[config.mk]
export PLATFORM = sky130hd
export DESIGN_NAME = cpu_run_controller
export DESIGN_NICKNAME = d
export VERILOG_FILES = /design/src/rtl/cpu_run_controller.sv
export SDC_FILE = /design/constraint.sdc
export NUM_CORES = 1
export LEC_CHECK = 0
export ABC_AREA = 1
export BUFFER_PORTS_ARGS = -buffer_cell sky130_fd_sc_hd__buf_2
export CAP_MARGIN = 20
export CORE_MARGIN = 1.5
export CORE_UTILIZATION = 54
export CTS_CLUSTER_DIAMETER = 30
export DETAILED_ROUTE_END_ITERATION = 10
export MAX_ROUTING_LAYER = met4
export PLACE_DENSITY_LB_ADDON = 0.25
export SYNTH_ARGS = -nofsm -noshare
export SYNTH_HDL_FRONTEND = slang
export SYNTH_SLANG_ARGS = --single-unit
[constraint.sdc]
create_clock -name clk -period 4.7 [get_ports clk]
set_input_delay 0 -clock clk [delete_from_list [all_inputs] [get_ports clk]]
set_output_delay 0 -clock clk [all_outputs]
set_load 0.05 [all_outputs]
[src/rtl/cpu_run_controller.sv]
// Load/run/dump sequencer for the pipelined cpu core's external memory ports.
// Optional CPU_RUN_CTRL_CHECKSUM_EN: XOR checksum over every dumped word.
module cpu_run_controller #(
  parameter int RUN_W = 16,
  parameter int LEN_W = 10
) (
  input  logic             clk,
  input  logic             arst_n,
  input  logic             start,
  input  logic [LEN_W-1:0] imem_len,
  input  logic [LEN_W-1:0] dmem_len,
  input  logic [LEN_W-1:0] dump_len,
  input  logic [RUN_W-1:0] run_cycles,
  input  logic [31:0]      dump_base,
  input  logic             in_valid,
  output logic             in_ready,
  input  logic [31:0]      in_data,
  output logic             out_valid,
  input  logic             out_ready,
  output logic [31:0]      out_data,
  output logic             cpu_enable,
  output logic [31:0]      addr_ext,
  output logic [31:0]      wdata_ext,
  output logic             wen_ext,
  output logic             ren_ext,
  output logic [31:0]      addr_ext_2,
  output logic [31:0]      wdata_ext_2,
  output logic             wen_ext_2,
  output logic             ren_ext_2,
  input  logic [31:0]      rdata_ext_2,
  output logic             busy,
  output logic             done,
  output logic [31:0]      checksum
);

  typedef enum logic [2:0] {
    IDLE, LOAD_I, LOAD_D, RUN, DUMP_RD, DUMP_OUT, DONE
  } state_e;

  state_e           state_q, nxt;
  logic [LEN_W-1:0] ilen_q, dlen_q, olen_q;
  logic [LEN_W-1:0] idx_q, idx_d;
  logic [RUN_W-1:0] rlen_q, cnt_q, run_d;
  logic [31:0]      base_q, base_d;
  logic [31:0]      idx_a, idxd_a, rd_a;
  logic             cap_q, rd_now, hs, idle_q, out_hs;

  function automatic state_e pick(
    input logic i_nz,
    input logic d_nz,
    input logic r_nz,
    input logic o_nz
  );
    if (i_nz)      pick = LOAD_I;
    else if (d_nz) pick = LOAD_D;
    else if (r_nz) pick = RUN;
    else if (o_nz) pick = DUMP_RD;
    else           pick = DONE;
  endfunction

  assign in_ready = (state_q == LOAD_I) || (state_q == LOAD_D);
  assign ren_ext  = 1'b0;
  assign hs       = in_valid & in_ready;
  assign out_hs   = out_valid & out_ready;
  assign idle_q   = (state_q == IDLE) || (state_q == DONE);
  assign idx_a    = {{(30-LEN_W){1'b0}}, idx_q, 2'b00};
  assign idxd_a   = {{(30-LEN_W){1'b0}}, idx_d, 2'b00};
  assign rd_a     = base_d + idxd_a;

  always_comb begin
    nxt    = state_q;
    idx_d  = idx_q;
    run_d  = rlen_q;
    base_d = base_q;
    rd_now = 1'b1;
    unique case (state_q)
      IDLE, DONE: if (start) begin
        nxt    = pick(|imem_len, |dmem_len, |run_cycles, |dump_len);
        idx_d  = '0;
        run_d  = run_cycles;
        base_d = dump_base;
      end
      LOAD_I: if (hs) begin
        if (idx_q == ilen_q - 1'b1) begin
          idx_d = '0;
          nxt   = pick(1'b0, |dlen_q, |rlen_q, |olen_q);
        end else begin
          idx_d = idx_q + 1'b1;
        end
      end
      LOAD_D: begin
        // final data write still owns the _2 port on DUMP_RD entry
        rd_now = 1'b0;
        if (hs) begin
          if (idx_q == dlen_q - 1'b1) begin
            idx_d = '0;
            nxt   = pick(1'b0, 1'b0, |rlen_q, |olen_q);
          end else begin
            idx_d = idx_q + 1'b1;
          end
        end
      end
      RUN: if (cnt_q == '0) nxt = pick(1'b0, 1'b0, 1'b0, |olen_q);
      DUMP_RD: if (ren_ext_2) nxt = DUMP_OUT;
      DUMP_OUT: if (out_hs) begin
        idx_d = idx_q + 1'b1;
        nxt   = (idx_q == olen_q - 1'b1) ? DONE : DUMP_RD;
      end
      default: nxt = IDLE;
    endcase
  end

  always_ff @(posedge clk or negedge arst_n) begin
    if (!arst_n) begin
      state_q     <= IDLE;
      ilen_q      <= '0;
      dlen_q      <= '0;
      olen_q      <= '0;
      rlen_q      <= '0;
      base_q      <= '0;
      idx_q       <= '0;
      cnt_q       <= '0;
      cap_q       <= 1'b0;
      busy        <= 1'b0;
      done        <= 1'b0;
      cpu_enable  <= 1'b0;
      out_valid   <= 1'b0;
      out_data    <= '0;
      addr_ext    <= '0;
      wdata_ext   <= '0;
      wen_ext     <= 1'b0;
      addr_ext_2  <= '0;
      wdata_ext_2 <= '0;
      wen_ext_2   <= 1'b0;
      ren_ext_2   <= 1'b0;
    end else begin
      state_q   <= nxt;
      idx_q     <= idx_d;
      busy      <= !(nxt inside {IDLE, DONE});
      done      <= (nxt == DONE);
      wen_ext   <= 1'b0;
      wen_ext_2 <= 1'b0;
      ren_ext_2 <= 1'b0;
      if (idle_q && start) begin
        ilen_q <= imem_len;
        dlen_q <= dmem_len;
        olen_q <= dump_len;
        rlen_q <= run_cycles;
        base_q <= dump_base;
      end
      if (hs && state_q == LOAD_I) begin
        wen_ext   <= 1'b1;
        addr_ext  <= idx_a;
        wdata_ext <= in_data;
      end
      if (hs && state_q == LOAD_D) begin
        wen_ext_2   <= 1'b1;
        addr_ext_2  <= idx_a;
        wdata_ext_2 <= in_data;
      end
      // enable trails RUN entry by a cycle so it never overlaps a load write
      if (state_q == RUN) begin
        cpu_enable <= (cnt_q != '0);
        if (cnt_q != '0) cnt_q <= cnt_q - 1'b1;
      end
      if (nxt == RUN && state_q != RUN) cnt_q <= run_d;
      if ((nxt == DUMP_RD && state_q != DUMP_RD && rd_now) ||
          (state_q == DUMP_RD && !ren_ext_2)) begin
        ren_ext_2  <= 1'b1;
        addr_ext_2 <= rd_a;
      end
      if (state_q == DUMP_RD && nxt == DUMP_OUT) cap_q <= 1'b1;
      if (cap_q) begin
        out_data  <= rdata_ext_2;
        out_valid <= 1'b1;
        cap_q     <= 1'b0;
      end
      if (out_hs) out_valid <= 1'b0;
    end
  end

`ifdef CPU_RUN_CTRL_CHECKSUM_EN
  logic [31:0] csum_q;

  always_ff @(posedge clk or negedge arst_n) begin
    if (!arst_n)               csum_q <= '0;
    else if (idle_q && start)  csum_q <= '0;
    else if (out_hs)           csum_q <= csum_q ^ out_data;
  end

  assign checksum = csum_q;
`else
  assign checksum = '0;
`endif

endmodule

# ---- Word level (Yosys, flattened, before mapping)
# Cells that the tools add are included.
# Widths: inputs -> output; s select.
dict set report op_classes {
  addsub 6
  n_eq_ne 15
  n_mux 41
  bitwise_logic 2
  n_reduce_logical 31
}
# cell count
set ops {}
lappend ops {{$mux 32} 4}
lappend ops {{$mux 16} 5}
lappend ops {{$mux 10} 6}
lappend ops {{$reduce_or 10->1} 5}
lappend ops {{$pmux 10 s4} 1}
lappend ops {{$mux 3} 13}
lappend ops {{$add 32x12->32} 1}
lappend ops {{$reduce_or 16->1} 2}
lappend ops {{$eq 10x10->1} 3}
lappend ops {{$sub 10x1->10 const B} 3}
lappend ops {{$eq 3x3->1 const B} 6}
lappend ops {{$pmux 3 s6} 1}
lappend ops {{$logic_not 16->1} 1}
lappend ops {{$reduce_bool 16->1} 1}
lappend ops {{$sub 16x1->16 const B} 1}
lappend ops {{$add 10x1->10 const B} 1}
lappend ops {{$reduce_bool 2->1} 5}
lappend ops {{$eq 3x2->1 const B} 3}
lappend ops {{$logic_and 1x1->1} 8}
lappend ops {{$mux 1} 8}
lappend ops {{$logic_not 3->1} 2}
lappend ops {{$mux 2} 3}
lappend ops {{$eq 3x1->1 const B} 1}
lappend ops {{$logic_or 1x1->1} 3}
lappend ops {{other kinds (6)} 8}
dict set report totals {
  register_bits 253
  out_inout_bits 201
}

# ---- Depth between registers and ports, before layout
# Gate-level depths: netlist of the first run.
dict set report depth {
  ltp_word 12
  ltp_mapped 32
  ltp_nobuf 32
}

# ---- Worst setup path before layout of the first run
# Ideal clock, no wire load.
dict set report synth_path {
  path_type {flip-flop to flip-flop}
  start {register state_q[0]}
  end {register addr_ext_2[17]}
  arrival_ns 3.780
  slack_ns 0.844
  stages_incl_launch_ff 30
  synth_period_minus_slack_ns 3.856
  cell_sequence {dfrtp_1 -> inv_2 -> nor2_2 -> inv_2 -> nor2_2 -> inv_2 -> nand2_1 -> inv_2 -> nor2_4 -> clkbuf_1 -> nand4_1 -> nand2_1 -> a21oi_1 -> nor2_1 -> a21oi_1 -> ha_1 -> nand2_1 -> nor2_1 -> nand2_1 -> o211ai_1 -> nand3_1 -> o21bai_1 -> nand2_1 -> nand2_1 -> nand2_1 -> nor2_1 -> inv_1 -> o21ai_1 -> o21ai_0 -> o21ai_1}
}
dict set report synth_via {
  elab_cells_between_ends 34
  classes_between {add/sub: 1; eq/ne: 8; mux: 15; bitwise: 1; reduce/logical: 9}
}
# item line_no
set synth_lines {}
lappend synth_lines {{from (decl)} 40} ;# state_e state_q, nxt;
lappend synth_lines {{from (signal assigned)} 137} ;# state_q <= nxt;
lappend synth_lines {{$eq 3x1->1 / $eq 3x2->1 (equally long branches)} 61} ;# assign in_ready = (state_q == LOAD_I) || (state_q == LOAD_D);
lappend synth_lines {{$logic_or 1x1->1 (*)} 61}
lappend synth_lines {{via in_ready} 16} ;# output logic in_ready,
lappend synth_lines {{$and 1x1->1 (*)} 63} ;# assign hs = in_valid & in_ready;
lappend synth_lines {{$mux 10 (on tied branches)} {94, 83}}
lappend synth_lines {{$pmux 10 s4 (*)} 76} ;# unique case (state_q)
lappend synth_lines {{via idx_d[2]} 42} ;# logic [LEN_W-1:0] idx_q, idx_d;
lappend synth_lines {{$add 32x12->32 (*)} 68} ;# assign rd_a = base_d + idxd_a;
lappend synth_lines {{$mux 32 (*)} 167} ;# if ((nxt == DUMP_RD && state_q != DUMP_RD && rd_now) ||
lappend synth_lines {{to (signal assigned)} 158} ;# addr_ext_2 <= idx_a;
lappend synth_lines {{to (signal assigned)} 170} ;# addr_ext_2 <= rd_a;
lappend synth_lines {{to (decl)} 26} ;# output logic [31:0] addr_ext_2,
# The timed path passes the listed nets; every way through them passes the cells marked *.
# A chain may end at the register's enable or synchronous reset.

# ---- Worst setup path in the final report of the first run
dict set report layout_path {
  start {register ilen_q[0]}
  end {register addr_ext_2[17]}
}
dict set report layout_via {
  elab_cells_between_ends 15
  classes_between {add/sub: 2; eq/ne: 2; mux: 7; reduce/logical: 4}
}
# item line_no
set layout_lines {}
lappend layout_lines {{from (decl)} 41} ;# logic [LEN_W-1:0] ilen_q, dlen_q, olen_q;
lappend layout_lines {{from (signal assigned)} 145} ;# ilen_q <= imem_len;
lappend layout_lines {{$sub 10x1->10} 84} ;# if (idx_q == ilen_q - 1'b1) begin
lappend layout_lines {{$eq 10x10->1} 84}
lappend layout_lines {{$mux 10} 84}
lappend layout_lines {{$mux 10} 83} ;# LOAD_I: if (hs) begin
lappend layout_lines {{$pmux 10 s4} 76}
lappend layout_lines {{via idx_d[4]} 42}
lappend layout_lines {{$add 32x12->32} 68}
lappend layout_lines {{$mux 32} 167}
# The timed path passes the listed nets, and every way through them passes these cells.

==> results by group, run 1 <==
Outcome
  • Status: finished, final reports clean

GRT
  • Vias in the first global route: between 10000 and 15000
  • Initial antenna violation count: 1
  • Largest net degree at the start of global routing: ~130
  • Global-route wire length before repair: 72000 um
  • Tot GR Track Use: 0.357
  • GR Util met1: 0.423
  • Gr ovfl total: 0
  • Met3 GRT Util: 0.0757
  • Met2 usage: 0.573
  • Busiest grt layer: met2

Detailed routing
  • Drt drc: 0
  • Vias per cell: about 5.3
  • Via Count: ~14000
  • Avg WL per Cell: approximately 18 um
  • Wirelength, routed: around 47000 um
  • Routed Antenna Nets: 0
  • 1st-iter DRT viols: ~1300
  • Pre-Repair DR Iteration Count: 6

Floorplan
  • Die width: about 160 um
  • Core area: 0.0253 mm2
  • Die Span Y: between 150 and 200 um
  • I/O pin total: ~350
  • DIE AREA: roughly 0.027 mm2
  • Std cell rows: between 50 and 60
  • Starting Density: 0.551

Clocking
  • Clock Sinks: roughly 250
  • Clock Tree Root: clkbuf_16
  • CTS buffer count: 58
  • CTS tree: done
  • H-tree depth: 2
  • Clock Tree Buf Depth: 3
  • Clk Latency, worst-skew pair: 0.57 ns
  • Reg clk slew, reported paths: around 0.040 ns

Synthesis
  • Multiplexer share of the synthesized area: 0.00791
  • Yosys cell types: between 40 and 50
  • Simple-gate share of the synthesized area: 0.278
  • Synthesized flop and latch total: approximately 250
  • Ys async rst share: 1.00
  • Prevailing post-synth register cell: dfrtp_1
  • Synth Area in Compound Gates: 0.0878
  • Synthesis Warnings: 0
  • Largest family of logic cells by synthesized area: simple AND/OR/NAND/NOR gates
  • Post-synth EDFFs: 0
  • Synth Cell Area: roughly 0.014 mm2
  • Adder-cell area share of the yosys netlist: 0.0158
  • Mapped Avg Cell Area: between 7 and 8 um2
  • XOR/XNOR share of the synthesized area: 0.0403
  • Synth Instances: 1830
  • Sequential share of the synthesized area: 0.455

Placed design
  • Post-DP Area: 0.0154 mm2
  • Setup WS pre-CTS: 0.368 ns
  • Post-DP HPWL: 29700 um
  • Port buffer count: a little under 300
  • Routability cong.: about 0.93

Power
  • Total power: 14.7 mW
  • Leak: ~10 nW
  • Pwr dens: between 700 and 800 mW/mm2
  • VDD IR max: 0.643 mV

Worst setup path
  • Arr. time, crit path: around 4.7 ns
  • Required @ worst endpoint: between 5 and 6 ns
  • Slowest-stage cell, CP: dfrtp_1
  • Most common cell on crit path: nand2_1
  • CP peak stage delay: 0.41 ns
  • CP Launch Type: flip-flop
  • Max FO, Critical Path: 6
  • Worst Setup End Kind: flip-flop
  • Setup CP Type: flip-flop to flip-flop

Finish
  • Layout cells sized above 1: 0.206
  • FILL cells: around 1900
  • Nets: approximately 2400
  • Layout area overhead: 35.9%
  • Final core occ: 0.749
  • Final Cell Area: 0.0189 mm2

STA
  • Max Fclk: 0.237 GHz
  • Final min period: between 4 and 5 ns
  • Hold Fails Final Rpt: 0
  • Final Setup Violations: 0
  • Tcrit/Tclk final: 0.896
  • RSZ-0062 raised after global routing: no
  • Slew margin rel.: 0.307
  • Least-Margin Pin Slew: slightly above 1 ns
  • Setup_tns: 0 ns
  • Max-slew violations: 0
  • Clk_skew: around 0.02 ns
  • Setup ws final: around 0.49 ns

Flow run
  • Max-cap viol count: 0

Worst hold path
  • Hold crit path type: input port to flip-flop
[stage by stage]
step	hold WS [ns]	std cells
finish	0.0637	2654
global route	0.0923	2654
CTS	0.0424	2649
detailed placement	0.148	2396
global placement	0.145	2396
floorplan	-0.296	1884
[synth_stat cells (2+ instances only)]
cell / n / area, um2
a21oi_1: 23 / 115
a22oi_1: 6 / 45.0
and2_1: 5 / 31.3
buf_1: 6 / 22.5
buf_2: 23 / 115
buf_4: 58 / 435
buf_6: 4 / 45.0
clkbuf_1: 33 / 124
dfrtp_1: 253 / 6330
ha_1: 16 / 200
inv_1: 210 / 788
inv_2: 13 / 48.8
mux2i_1: 11 / 110
nand2_1: 560 / 2100
nand2_2: 6 / 37.5
nand3_1: 123 / 616
nand3_2: 2 / 20.0
nand3b_1: 3 / 22.5
nand4_1: 48 / 300
nor2_1: 117 / 439
nor2_2: 10 / 62.6
nor2_4: 4 / 45.0
nor3_1: 18 / 90.1
nor3_2: 4 / 40.0
nor4_1: 4 / 25.0
o211ai_1: 3 / 22.5
o21ai_0: 153 / 766
o21ai_1: 22 / 110
o21ai_2: 10 / 87.6
o22ai_1: 3 / 18.8
or2_2: 4 / 25.0
xnor2_1: 24 / 210
xor2_1: 40 / 350
[power by group]
part	switching (mW)	internal, mW	total (mW)
Clock	1.34	2.68	4.02
Combinational	5.05	1.97	7.03
Sequential	0.618	3.04	3.66
[worst max-delay path: cells and delay by family (launching register included)]
family | cells | cell delay, ns
AO/OA/AOI/OAI | 8 | 1.24
flip-flops | 1 | 0.41
adder cells (fa/ha/maj) | 2 | 0.64
buffers and inverters | 3 | 0.25
AND/OR/NAND/NOR | 15 | 1.62
[path summary, 6_finish.rpt]
check,slack (ns),cells past startpoint,startpoint,end
setup / recovery,0.49,28,ilen_q[0]$_DFFE_PN0P_,addr_ext_2[17]$_DFFE_PN0P_
setup reg to reg,0.49,28,ilen_q[0]$_DFFE_PN0P_,addr_ext_2[17]$_DFFE_PN0P_
hold reg to reg,0.47,2,out_data[16]$_DFFE_PN0P_,out_data[16]$_DFFE_PN0P_
max in group asynchronous,3.29,3,arst_n,addr_ext_2[21]$_DFFE_PN0P_
hold / removal,0.06,4,start,idx_q[3]$_DFF_PN0_
min in group asynchronous,0.08,2,arst_n,wdata_ext_2[13]$_DFFE_PN0P_
[state kept, by name (all words and copies together) (netlist names)]
register / flops
idx_q: 10
olen_q: 10
out_valid: 1
cap_q: 1
rlen_q: 16
cnt_q: 16
ilen_q: 10
ren_ext_2: 1
addr_ext_2: 32
out_data: 32
wen_ext_2: 1
state_q: 3
addr_ext: 10
cpu_enable: 1
wen_ext: 1
done: 1
dlen_q: 10
busy: 1
wdata_ext: 32
wdata_ext_2: 32
base_q: 32
[per-layer routing]
| metal | vias to the layer above | routed length (um) |
|---|---|---|
| met3 | 193 | 3550 |
| met4 | 0 | 2660 |
| met1 | 6658 | 18500 |
| met5 | - | 0 |
| li1 | 6608 | - |
| met2 | 665 | 22200 |
[cell families (layout without fill, tap and decap cells)]
group | Yosys count | count (layout)
AO/OA/AOI/OAI | 226 | 226
flip-flops | 253 | 253
buffers and inverters | 348 | 787
AND/OR/NAND/NOR | 910 | 910
adder cells (fa/ha/maj) | 17 | 17
XOR/XNOR | 64 | 64
multiplexers | 11 | 11
other | 1 | 56
[cell usage in the layout, fill, tap and decap left out, drive strengths merged, types with 5 or more instances in the layout]
cell         count
nand2          566
buf            311
dfrtp          253
inv            234
o21ai          186
dlygate4sd3    145
nor2           131
nand3          125
clkbuf          73
conb            55
nand4           48
xor2            40
xnor2           24
a21oi           23
nor3            22
clkinv          17
ha              16
mux2i           11
a22oi            6
and2             5
or2              5
[timing repair]
action / CTS / global route
buffers inserted: 0 / 3
endpoints found under the setup margin: 0 / 7
hold buffers: 145 / 0
endpoints found under the hold margin: 330 / 0
gates resized for setup: 0 / 8
[area by class of cell]
| cell class | count | area, um2 | area share |
|---|---|---|---|
| Multi-Input combinational cell | 1283 | 6220 | 0.329 |
| Clock inverter | 35 | 372 | 0.0197 |
| Antenna cell | 1 | 2.50 | 0.000132 |
| Clock buffer | 73 | 1620 | 0.0857 |
| Tap cell | 330 | 413 | 0.0218 |
| Inverter | 223 | 837 | 0.0443 |
| Timing Repair Buffer | 456 | 3110 | 0.164 |
| Sequential cell | 253 | 6330 | 0.335 |
(Power assumes the default switching activity.)
==> inputs of run 2 (changes only) <==
Settings changed: ABC_AREA 1 to not set, CORE_UTILIZATION 54 to 53, SETUP_SLACK_MARGIN set to 0.15.
==> results by group, run 2 <==
Outcome
  • Status: finished, violations left
  • Failing checks: setup timing

Clocking
  • Clock Sinks: ~250
  • Clock Tree Buf Depth: 3
  • CTS tree: done
  • CTS buffer count: 53
  • Reg clk slew, reported paths: approximately 0.050 ns
  • H-tree depth: 2
  • Clock Tree Root: clkbuf_16
  • Clk Latency, worst-skew pair: approximately 0.56 ns

Worst setup path
  • Reg2reg start: dlen_q[0]$_DFFE_PN0P_
  • Max FO, Critical Path: 6
  • Setup CP Type: flip-flop to flip-flop
  • Worst setup path start: dlen_q[0]$_DFFE_PN0P_
  • Arr. time, crit path: approximately 5.3 ns
  • Worst Setup EP: addr_ext_2[24]$_DFFE_PN0P_
  • Critical path, cell by cell: inv_2 > ha_4 > or4b_4 > or2_4 > o311ai_4 > o211ai_2 > o21bai_2 > buf_4 > a21oi_4 > nor4_2 > o32ai_4 > ha_2 > and2_1 > a311oi_2 > o41ai_2 > bufbuf_16 > nand4_1 > xnor2_1 > mux2i_1
  • Worst Setup End Kind: flip-flop
  • CP peak stage delay: roughly 0.5 ns
  • R2r worst-path depth: 19
  • CP Launch Type: flip-flop
  • RR Endpoint: addr_ext_2[24]$_DFFE_PN0P_
  • Required @ worst endpoint: ~5.1 ns
  • FF-to-FF setup slack: -0.14 ns
  • Slowest-stage cell, CP: or4b_4

Synthesis
  • Ys async rst share: 1.00
  • Post-synth top cells: nand2_1, dfrtp_1, mux2_2, buf_4, xnor2_1
  • Top cell type's share of synthesized area: 0.488
  • Synth Instances: 1329
  • Sequential share of the synthesized area: 0.488
  • Synthesis Warnings: 0
  • Post-synth EDFFs: 0
  • Synth Cell Area: between 0.01 and 0.015 mm2
  • Mapped Avg Cell Area: roughly 9.8 um2
  • Adder-cell area share of the yosys netlist: 0.0170
  • Simple-gate share of the synthesized area: 0.202
  • Most common cell in the netlist: nand2_1
  • Top post-synthesis cells by area: dfrtp_1, nand2_1, mux2_2, mux2i_1, buf_4
  • Prevailing post-synth register cell: dfrtp_1
  • Synthesized flop and latch total: ~250
  • Multiplexer share of the synthesized area: 0.105
  • Yosys cell types: 78
  • XOR/XNOR share of the synthesized area: 0.0487
  • Synth Area in Compound Gates: 0.0754
  • Largest family of logic cells by synthesized area: simple AND/OR/NAND/NOR gates
  • Biggest area consumer among synthesized cells: dfrtp_1

Detailed routing
  • Drt drc: 0
  • 1st-iter DRT viols: 734
  • Wirelength, routed: ~40000 um
  • Routed Antenna Nets: 0
  • Vias per cell: around 5.4
  • Avg WL per Cell: 18.1 um
  • Via Count: around 12000
  • Pre-Repair DR Iteration Count: 5

STA
  • Setup_tns: -0.605 ns
  • Clk_skew: around 0.018 ns
  • Tcrit/Tclk final: 1.03
  • Least-Margin Pin Slew: roughly 0.95 ns
  • Final min period: between 4 and 5 ns
  • Max Fclk: ~0.21 GHz
  • RSZ-0062 raised after global routing: yes
  • Setup ws final: -0.139 ns
  • Hold Fails Final Rpt: 0
  • Max-slew violations: 0
  • Slew margin rel.: 0.366
  • Final Setup Violations: 9

GRT
  • Initial antenna violation count: 1
  • Tot GR Track Use: 0.318
  • Global-route wire length before repair: ~63000 um
  • Vias in the first global route: about 12000
  • Gr ovfl total: 0
  • Largest net degree at the start of global routing: around 120

Floorplan
  • Die width: 159 um
  • Std cell rows: 57
  • Starting Density: 0.536
  • DIE AREA: approximately 0.025 mm2
  • Core area: roughly 0.024 mm2
  • Die Span Y: 159 um
  • I/O pin total: ~350

Finish
  • Non-filler cells, final: 2195
  • Final core occ: 0.765
  • Final Cell Area: 0.0185 mm2
  • Nets: 1993
  • Layout area overhead: 42.6%
  • Most frequent cells in the layout: nand2_1, buf_2, dfrtp_1
  • Layout cells sized above 1: 0.325
  • Commonest non-fill, non-tap cell in the layout: nand2_1

Power
  • Total power: between 6 and 7 mW
  • VDD IR max: ~0.30 mV
  • Pwr dens: approximately 340 mW/mm2
  • Leak: roughly 9.4 nW

Placed design
  • Post-DP HPWL: about 25000 um
  • Port buffer count: around 290
  • Routability cong.: 0.883
  • Post-DP Area: 0.0148 mm2
  • Cell total after placement: ~1900

Worst hold path
  • Hold crit path type: input port to async pin

Flow run
  • Max-cap viol count: 0
run 2: cell types whose count changed after synthesis, sizes merged, moves of 33 or more:
cell   delta
nor2     -87
inv     -184
nand3    -97
nand2   -219
o21ai   -158
nand4    -33
mux2     +83
run 2: layout make-up:
type	count	area (um2)
inverters	39	151
flip-flops and latches	253	6330
well taps	324	405
clock buffers	66	1410
clock inverters	30	350
diodes	1	2.50
fillers	1553	5690
multi-input cells	976	6340
repair buffers	506	3500
run 2: worst min-delay path by stage:
stage,to
after detailed placement,out_data[5]$_DFFE_PN0P_
final,out_data[1]$_DFFE_PN0P_
after floorplan,addr_ext[10]$_DFFE_PN0P_
after global placement,out_data[5]$_DFFE_PN0P_
after CTS,state_q[2]$_DFF_PN0_
after global routing,state_q[2]$_DFF_PN0_
run 2: power breakdown:
group          internal (mW)  leakage (nW)  total, mW  switching (mW)
clock network           2.40         0.846       3.62            1.22
registers               2.20          3.34       2.21          0.0129
logic                  0.160          5.23      0.431           0.271
total                   4.76          9.42       6.26            1.50
run 2: kinds of logic after synthesis:
logic type / after synthesis
AO/OA/AOI/OAI: 134
XOR/XNOR: 72
adder cells (fa/ha/maj): 17
buffers and inverters: 154
flip-flops: 253
multiplexers: 125
other: 1
AND/OR/NAND/NOR: 573
run 2: metrics by stage:
step | setup slack, ns | hold slack (ns)
6_report | -0.139 | 0.117
5_1_grt | -0.357 | 0.177
4_1_cts | -0.0324 | 0.105
3_5_place_dp | -0.188 | 0.153
3_3_place_gp | -0.0610 | 0.160
2_1_floorplan | 0.161 | -0.296
run 2: timing repair:
action / CTS / global route
buffers inserted: 7 / 10
hold buffers: 145 / 0
gates cloned: 1 / 0
hold endpoints to repair: 332 / 0
pin swaps: 20 / 26
gates resized for setup: 23 / 49
setup endpoints to repair: 24 / 25
run 2: critical path: cells and delay by family (launching register included):
family	cells	cell delay [ns]
buf+inv	3	0.57
compound gates	7	1.39
mux	1	0.12
flops	1	0.40
simple gates	5	1.46
fa+ha+maj	2	0.55
xor+xnor	1	0.21
run 2: metal layers:
layer,GRT usage,vias up,part of all wire
li1,-,5453,-
met1,0.388,5789,0.41
met2,0.525,513,0.49
met3,0.0531,125,0.060
met4,0.137,0,0.039
met5,-,-,0
==> inputs of run 3 (changes only) <==
Settings changed: CORE_UTILIZATION 53 to 55.
Clock period 4.7 ns to 5.7 ns, I/O delays scaled along.
==> results by group, run 3 (synthesis gave the netlist of run 2 again) <==
Outcome
  • Status: finished, final reports clean

STA
  • Slew margin rel.: 0.368
  • Hold_ws: between 0.1 and 0.15 ns
  • Final min period: 5.10 ns
  • Tcrit/Tclk final: 0.895
  • Setup_tns: 0 ns
  • Final Setup Violations: 0
  • Hold Fails Final Rpt: 0
  • RSZ-0062 raised after global routing: no
  • Clk_skew: 0.0227 ns
  • Max-slew violations: 0
  • Max Fclk: 0.196 GHz
  • Least-Margin Pin Slew: around 0.95 ns

Floorplan
  • Starting Density: 0.567
  • I/O pin total: roughly 350
  • Die Span Y: 157 um
  • Std cell rows: between 50 and 60
  • Core area: 0.0228 mm2
  • Die width: around 160 um
  • DIE AREA: about 0.024 mm2

GRT
  • Largest net degree at the start of global routing: between 100 and 150
  • Global-route wire length before repair: 61400 um
  • Initial antenna violation count: 0
  • Gr ovfl total: 0
  • Vias in the first global route: about 12000
  • Tot GR Track Use: 0.331

Power
  • Pwr dens: about 290 mW/mm2
  • Switching Share: 0.246
  • Leak: roughly 9 nW
  • Internal power: approximately 3.8 mW
  • Clk pwr share: 0.572
  • Combinational power share: 0.069
  • Reg power frac: 0.359
  • Switching power: between 1 and 1.5 mW
  • VDD IR max: approximately 0.22 mV

Worst setup path
  • Setup CP Type: flip-flop to flip-flop
  • Reg2reg start: dlen_q[0]$_DFFE_PN0P_
  • Worst Setup End Kind: flip-flop
  • Required @ worst endpoint: approximately 6.1 ns
  • Max FO, Critical Path: 7
  • RR Endpoint: addr_ext_2[29]$_DFFE_PN0P_
  • R2r worst-path depth: 20
  • Arr. time, crit path: 5.51 ns
  • FF-to-FF setup slack: between 0.5 and 0.6 ns
  • CP Launch Type: flip-flop

Placed design
  • Post-DP HPWL: ~25000 um
  • Port buffer count: 292
  • Routability cong.: approximately 0.9

Detailed routing
  • Via Count: between 10000 and 15000
  • Pre-Repair DR Iteration Count: 7
  • Wirelength, routed: roughly 39000 um
  • Drt drc: 0
  • Routed Antenna Nets: 0
  • Avg WL per Cell: 18.4 um
  • 1st-iter DRT viols: 972
  • Vias per cell: ~5.5

Finish
  • Commonest non-fill, non-tap cell in the layout: nand2_1
  • Nets: 1938
  • Layout cells sized above 1: 0.283
  • Diode count: 0
  • Layout area overhead: 36.4%
  • Most frequent cells in the layout: nand2_1, buf_2, dfrtp_1

Clocking
  • Clock Tree Root: clkbuf_16
  • Clock Tree Buf Depth: 3
  • CTS buffer count: a little under 50
  • Clock Sinks: roughly 250
  • Clk Latency, worst-skew pair: between 0.5 and 0.6 ns
  • CTS tree: done
  • Reg clk slew, reported paths: ~0.05 ns
  • H-tree depth: 2
  • Post-CTS Setup Bufs: 0

Flow run
  • Max-cap viol count: 0

Worst hold path
  • Hold crit path type: input port to async pin
## run 3: cell count changes in the layout (fill, tap and decap cells not counted), moves of 5 or more
cell      change
a21oi_1       +5
buf_4        -46
clkbuf_1      -7
ha_1          +7
ha_2          -6
inv_6         +8
## run 3: timing repair
item,4_1_cts,5_1_grt
gates resized for setup,0,3
hold buffers,145,0
hold endpoints to repair,335,0
endpoints found under the setup margin,0,3
## run 3: worst max-delay path by stage
stage	cells past startpoint	to	start	slack (ns)
floorplan	19	addr_ext_2[29]$_DFFE_PN0P_	dlen_q[0]$_DFFE_PN0P_	1.08
global placement	20	addr_ext_2[25]$_DFFE_PN0P_	dlen_q[0]$_DFFE_PN0P_	0.81
detailed placement	19	addr_ext_2[21]$_DFFE_PN0P_	dlen_q[0]$_DFFE_PN0P_	0.66
CTS	20	addr_ext_2[17]$_DFFE_PN0P_	dlen_q[0]$_DFFE_PN0P_	0.65
global route	20	addr_ext_2[29]$_DFFE_PN0P_	dlen_q[0]$_DFFE_PN0P_	0.19
finish	20	addr_ext_2[29]$_DFFE_PN0P_	dlen_q[0]$_DFFE_PN0P_	0.60
## run 3: layout make-up
| type | count | area (um2) |
|---|---|---|
| Fill cell | 1477 | 5170 |
| Sequential cell | 253 | 6330 |
| Tap cell | 313 | 392 |
| Clock buffer | 57 | 1310 |
| Multi-Input combinational cell | 976 | 6040 |
| Inverter | 39 | 151 |
| Timing Repair Buffer | 455 | 3070 |
| Clock inverter | 35 | 384 |
## run 3: stage by stage
| step | area, um2 | power (mW) | util | instances | setup slack [ns] |
|---|---|---|---|---|---|
| floorplan | 13200 | 2.03 | - | 1383 | 1.08 |
| global placement | 14500 | 2.12 | 0.636 | 1891 | 0.813 |
| detailed placement | 14500 | 2.12 | 0.636 | 1891 | 0.664 |
| CTS | 17700 | 5.09 | 0.773 | 2128 | 0.650 |
| global route | 17700 | 5.23 | 0.774 | 2128 | 0.189 |
| finish | 17700 | 5.08 | 0.774 | 2128 | 0.600 |
## run 3: metal layers
layer | vias to the layer above | GRT usage | part of all wire
met5 | - | - | 0
met4 | 0 | 0.175 | 0.053
met3 | 155 | 0.0670 | 0.074
met2 | 580 | 0.527 | 0.48
met1 | 5622 | 0.399 | 0.39
li1 | 5347 | - | -
## run 3: worst max-delay path: stages, from the launching register on
cell,delay [ns]
dfrtp_1,0.40
inv_1,0.09
ha_1,0.21
or4b_4,0.50
or4_1,0.52
o311ai_1,0.11
o211ai_2,0.18
o21bai_1,0.28
a21oi_2,0.15
nor2_1,0.22
o311ai_0,0.21
ha_1,0.39
inv_1,0.08
o21ai_0,0.11
a2111oi_0,0.49
nor3_2,0.15
a311oi_1,0.32
buf_4,0.22
nor3_1,0.07
xnor2_1,0.17
mux2i_1,0.12
## run 3: power groups by stage
stage | registers [mW] | logic [mW] | clock network (mW)
after floorplan | 1.89 | 0.138 | 0
after global placement | 1.85 | 0.266 | 0
after detailed placement | 1.85 | 0.268 | 0
after CTS | 1.82 | 0.345 | 2.93
after global routing | 1.82 | 0.375 | 3.03
final | 1.82 | 0.352 | 2.91
